### src/rtl/counter_arbiter.sv
// Round-robin arbiter sharing one interval counter between NREQ requesters.
// The granted requester's max is latched, the counter runs 0..max, then done pulses.
module counter_arbiter #(
    parameter int NREQ = 4,
    parameter int N    = 8
) (
    input  logic                clk,
    input  logic                nrst,
    input  logic [NREQ-1:0]     req,
    input  logic [NREQ*N-1:0]   req_max,
    input  logic                pause,
    output logic [NREQ-1:0]     grant,
    output logic                busy,
    output logic [N-1:0]        count,
    output logic [NREQ-1:0]     done
);

    localparam int IW = (NREQ > 1) ? $clog2(NREQ) : 1;

    localparam logic [1:0] S_IDLE = 2'd0;
    localparam logic [1:0] S_LOAD = 2'd1;
    localparam logic [1:0] S_RUN  = 2'd2;
    localparam logic [1:0] S_DONE = 2'd3;

    localparam logic [N-1:0]    ONE_N     = {{(N-1){1'b0}}, 1'b1};
    localparam logic [NREQ-1:0] ONE_NREQ  = {{(NREQ-1){1'b0}}, 1'b1};
    localparam logic [IW-1:0]   LAST_INIT = IW'(NREQ - 1);

    logic [1:0]      state_q, state_d;
    logic [IW-1:0]   owner_q, owner_d;
    logic [IW-1:0]   last_q,  last_d;
    logic [N-1:0]    max_q,   max_d;
    logic [N-1:0]    count_q, count_d;
    logic [NREQ-1:0] grant_q, grant_d;
    logic            busy_q,  busy_d;
    logic [NREQ-1:0] done_q,  done_d;
    logic            found_s;
    logic [IW-1:0]   sel_s;

    function automatic logic [NREQ-1:0] onehot(input logic [IW-1:0] idx);
        onehot = ONE_NREQ << idx;
    endfunction

    // Next-state logic: arbitration, interval counting, cancel handling.
    always_comb begin
        state_d = state_q;
        owner_d = owner_q;
        last_d  = last_q;
        max_d   = max_q;
        count_d = count_q;
        found_s = 1'b0;
        sel_s   = '0;
        case (state_q)
            S_IDLE: begin
                // Search starts just after the last owner, so it ends up lowest priority.
                for (int k = 1; k <= NREQ; k++) begin
                    sel_s = IW'((int'(last_q) + k) % NREQ);
                    if (!found_s && req[sel_s]) begin
                        found_s = 1'b1;
                        owner_d = sel_s;
                        max_d   = req_max[sel_s*N +: N];
                    end else begin
                        found_s = found_s;
                    end
                end
                if (found_s) begin
                    state_d = S_LOAD;
                    count_d = '0;
                end else begin
                    state_d = S_IDLE;
                end
            end
            S_LOAD: begin
                count_d = '0;
                if (!req[owner_q]) begin
                    state_d = S_IDLE;
                    last_d  = owner_q;
                end else begin
                    state_d = S_RUN;
                end
            end
            S_RUN: begin
                if (!req[owner_q]) begin
                    state_d = S_IDLE;
                    last_d  = owner_q;
                    count_d = '0;
                end else if (!pause && (count_q == max_q)) begin
                    state_d = S_DONE;
                end else if (!pause) begin
                    count_d = count_q + ONE_N;
                end else begin
                    count_d = count_q;
                end
            end
            S_DONE: begin
                last_d  = owner_q;
                state_d = S_IDLE;
            end
            default: begin
                state_d = S_IDLE;
                count_d = '0;
            end
        endcase

        // Outputs are decoded from the next state so they leave registers.
        if ((state_d == S_LOAD) || (state_d == S_RUN)) begin
            grant_d = onehot(owner_d);
            busy_d  = 1'b1;
        end else begin
            grant_d = '0;
            busy_d  = 1'b0;
        end
        if (state_d == S_DONE) begin
            done_d = onehot(owner_d);
        end else begin
            done_d = '0;
        end
    end

    // State and output registers with synchronous active-low reset.
    always_ff @(posedge clk) begin
        if (!nrst) begin
            state_q <= S_IDLE;
            owner_q <= '0;
            last_q  <= LAST_INIT;
            max_q   <= '0;
            count_q <= '0;
            grant_q <= '0;
            busy_q  <= 1'b0;
            done_q  <= '0;
        end else begin
            state_q <= state_d;
            owner_q <= owner_d;
            last_q  <= last_d;
            max_q   <= max_d;
            count_q <= count_d;
            grant_q <= grant_d;
            busy_q  <= busy_d;
            done_q  <= done_d;
        end
    end

    assign grant = grant_q;
    assign busy  = busy_q;
    assign count = count_q;
    assign done  = done_q;

endmodule

### config.mk
export PLATFORM = sky130hd
export DESIGN_NAME = counter_arbiter
export DESIGN_NICKNAME = d
export VERILOG_FILES = /design/src/rtl/counter_arbiter.sv
export SDC_FILE = /design/constraint.sdc
export NUM_CORES = 1
export LEC_CHECK = 0
export CAP_MARGIN = 0
export CORE_MARGIN = 4
export CORE_UTILIZATION = 53
export CTS_BUF_LIST = sky130_fd_sc_hd__clkbuf_8
export CTS_CLUSTER_SIZE = 24
export DETAILED_ROUTE_END_ITERATION = 8
export GPL_ROUTABILITY_DRIVEN = 0
export GPL_TIMING_DRIVEN = 0
export PLACE_DENSITY = 0.84
export SYNTH_ARGS = -nofsm -noshare
export SYNTH_HDL_FRONTEND = slang
export SYNTH_SLANG_ARGS = --single-unit
export TNS_END_PERCENT = 30
### constraint.sdc
create_clock -name clk -period 4.2 [get_ports clk]
set_clock_uncertainty 0.1 [all_clocks]
set_input_delay 0.84 -clock clk [delete_from_list [all_inputs] [get_ports clk]]
set_output_delay 0.84 -clock clk [all_outputs]
set_load 0.05 [all_outputs]
==> results.sh <==
export IMPL_grt_usage_pct=19.8
export IMPL_crit_slowest_cell="clkdlybuf4s50_1"
export IMPL_layout_drive_gt1_share_pct=11.3
export IMPL_synthDistinctLibCells=54
export IMPL_seq_area_frac_synth_pct=31.2
export IMPL_drc=0
export IMPL_critPathMostFrequentCell="nand2_1"
export IMPL_grt_pass1_vias=1724
export IMPL_ant_nets=0
export IMPL_tns_ns=0
export IMPL_ir_drop_mv=0.198
export IMPL_vias=1854
export IMPL_critical_path_depth=9
export IMPL_leakage_nw=0.982
export IMPL_ys_warnings_count=0
export IMPL_period_share_pct=70.1
export IMPL_clock_path_buffers=2
export IMPL_cp_required_ns=4.26
export IMPL_dp_hpwl_microns=3790
export IMPL_diodes=0
export IMPL_regArea_sq_um=621
export IMPL_pwr_density_cell_nw_per_um2=315
export IMPL_hp_class="flop to flop"
export IMPL_final_min_clock_period_ns=2.94
export IMPL_fin_nets=329
export IMPL_slew_violations=0
export IMPL_maxSlewHeadroom_pct=59.1
export IMPL_die_w_microns=69.2
export IMPL_cts_root_buffer="clkbuf_8"
export IMPL_synth_cells=222
export IMPL_htree_levels=2
export IMPL_worst_slew_pin_slew_ns=0.608
export IMPL_num_fill_cells=260
export IMPL_syn_nets=267
export IMPL_fin_ws_ns=1.26
export IMPL_drt_pass1_iterations=4
export IMPL_worstPathArrival_ns=3.01
export IMPL_rsz0062_at_grt="false"
export IMPL_synthTopCellsByCount="dfxtp_1, nand2_1, mux2i_1, nor2_1, a21oi_1"
export IMPL_die_area_sq_um=4790
export IMPL_synth_top_cell_area_share_pct=31.2
export IMPL_syn_area_per_cell_sq_um=8.96
export IMPL_final_util_pct=76.9
export IMPL_multi_input_area_sq_um=1270
export IMPL_syn_area_sq_um=1990
export IMPL_hold_viol_final=0
export IMPL_end_kind="flop"
export IMPL_cts_made_buffers=5
export IMPL_timing_worst_setup_path_type="input pin to flop"
export IMPL_row_count=21
export IMPL_synthArstFlopShare_pct=0
export IMPL_synth_flop_cell="dfxtp_1"
export IMPL_die_y_microns=69.2
export IMPL_grt_max_degree=11
export IMPL_cts_resized=0
export IMPL_cts_hold_buffers_added=0
export IMPL_clkTransAtPathRegs_ns=0.06
export IMPL_synth_enable_flop_cells=0
export IMPL_io_pin_count=56
export IMPL_yosys_area_top_type="dfxtp_1"
export IMPL_status="complete, no violations"
export IMPL_clock_sinks=31
export IMPL_grt_antenna_before_repair=0
export IMPL_tritoncts="built"
export IMPL_cp_slowest_stage_delay_ns=0.53
export IMPL_start_util_pct=57.3
export IMPL_io_buffer_count=55
export IMPL_grt_overflow_total=0
export IMPL_post_place_ws_ns=1.01
export IMPL_clock_latency_ns=0.27
export IMPL_syn2layout_area_growth_pct=34.2
export IMPL_critPathLaunchType="input pin"
export IMPL_worstPathCellList="clkdlybuf4s50_1 -> buf_4 -> mux4_2 -> nand2_1 -> o31ai_1 -> ha_1 -> nand2_1 -> inv_1 -> and3_1"
export IMPL_crit_family="buffers and inverters"
export IMPL_critical_path_buf_inv_count=3
export IMPL_routed_via_density=5.64
export IMPL_wl_per_cell_microns=14.5
export IMPL_drt_iter0_markers=118
export IMPL_core_sq_um=3470
export IMPL_grt_pass1_wl_microns=7850
export IMPL_whs_path_depth=2
export IMPL_maxCapViolCount=0
export IMPL_synth_seq_cells=31
export IMPL_r2r_cells=9
export IMPL_critical_path_max_fanout=10
export IMPL_post_cts_buffers=0
export IMPL_synth_most_common_cell="dfxtp_1"
export IMPL_setup_viol=0
export IMPL_fmax_ghz=0.340
export IMPL_synth_area_leaders="dfxtp_1, mux2i_1, xnor2_1"
export IMPL_wirelength_microns=4790
[routing by layer]
layer	routed length, microns	vias to the layer above	track usage [%]	part of all wire (%)
met2	2270	57	32.1	47
met3	271	7	4.93	5.7
met4	74	0	7.81	1.5
li1	-	939	-	-
met5	0	-	0	0
met1	2170	851	25.0	45
[registers in the layout, indices dropped and copies added (netlist names)]
register and count:
max_q 8, owner_q 2, done 4, state_q 2, grant 4, count 8, busy 1, last_q 2
[worst paths after layout]
kind / start / slack [ns] / to
max: req[1] / 1.26 / grant[3]
min: max_q[7] / 0.40 / max_q[7]
max reg2reg: count[0] / 1.76 / grant[3]
min reg2reg: max_q[7] / 0.40 / max_q[7]
[stage by stage]
stage | std cells | hold WS, ns | instance area, sq um | total power, mW
3_5_place_dp | 323 | 0.392 | 2600 | 0.640
4_1_cts | 329 | 0.408 | 2670 | 0.843
6_report | 329 | 0.396 | 2670 | 0.840
3_3_place_gp | 323 | 0.373 | 2600 | 0.633
2_1_floorplan | 222 | 0.354 | 1990 | 0.550
5_1_grt | 329 | 0.443 | 2670 | 0.883
[layout make-up]
cell class / count / area share (%)
buffer: 12 / 2.77
clock buffer: 5 / 2.58
clock inverter: 1 / 0.141
inverter: 7 / 0.985
multi-input combinational: 172 / 47.5
sequential: 31 / 23.3
tap: 46 / 2.16
timing repair buffer: 55 / 20.6
[report_power, final]
part           internal (mW)  total [mW]  switching (mW)
sequential             0.320       0.342          0.0222
combinational          0.140       0.293           0.153
clock                  0.108       0.205          0.0971
[logic make-up after synthesis]
logic type / synth area share (%)
adder cells (fa/ha/maj): 3.78
AND/OR/NAND/NOR: 22.3
buffers and inverters: 5.03
flip-flops: 31.2
multiplexers: 11.8
XOR/XNOR: 4.85
AO/OA/AOI/OAI: 21.0
[layout by cell type, fill, tap and decap left out, types with 2 or more instances in the layout]
cell type         n
nor3_1            5
nand3b_1          2
a21oi_1          11
inv_1             8
dfxtp_1          31
or3_1             4
or2_2             2
mux2i_1          20
nand2b_1          6
o21a_1            3
o211ai_1          2
buf_4             2
and2_1            4
o32ai_1           2
nand4_1           4
nand2_1          23
nor3b_2           4
clkbuf_1          2
ha_1              6
o221ai_1          8
o21ai_0           7
nand3_1           7
clkbuf_8          5
buf_6             2
xnor2_1          10
nor2_1           12
clkdlybuf4s50_1  55
o31ai_1           2
nor2b_1           3
buf_2             5
[worst reg2reg max path, cell delays in order (launching register included)]
cell,delay (ns)
dfxtp_1,0.50
xnor2_1,0.16
nand4_1,0.22
nor3_1,0.37
nor2_1,0.11
o31ai_1,0.22
ha_1,0.27
nand2_1,0.16
inv_1,0.07
and3_1,0.16
No activity file was read; power rests on OpenSTA's default activity.
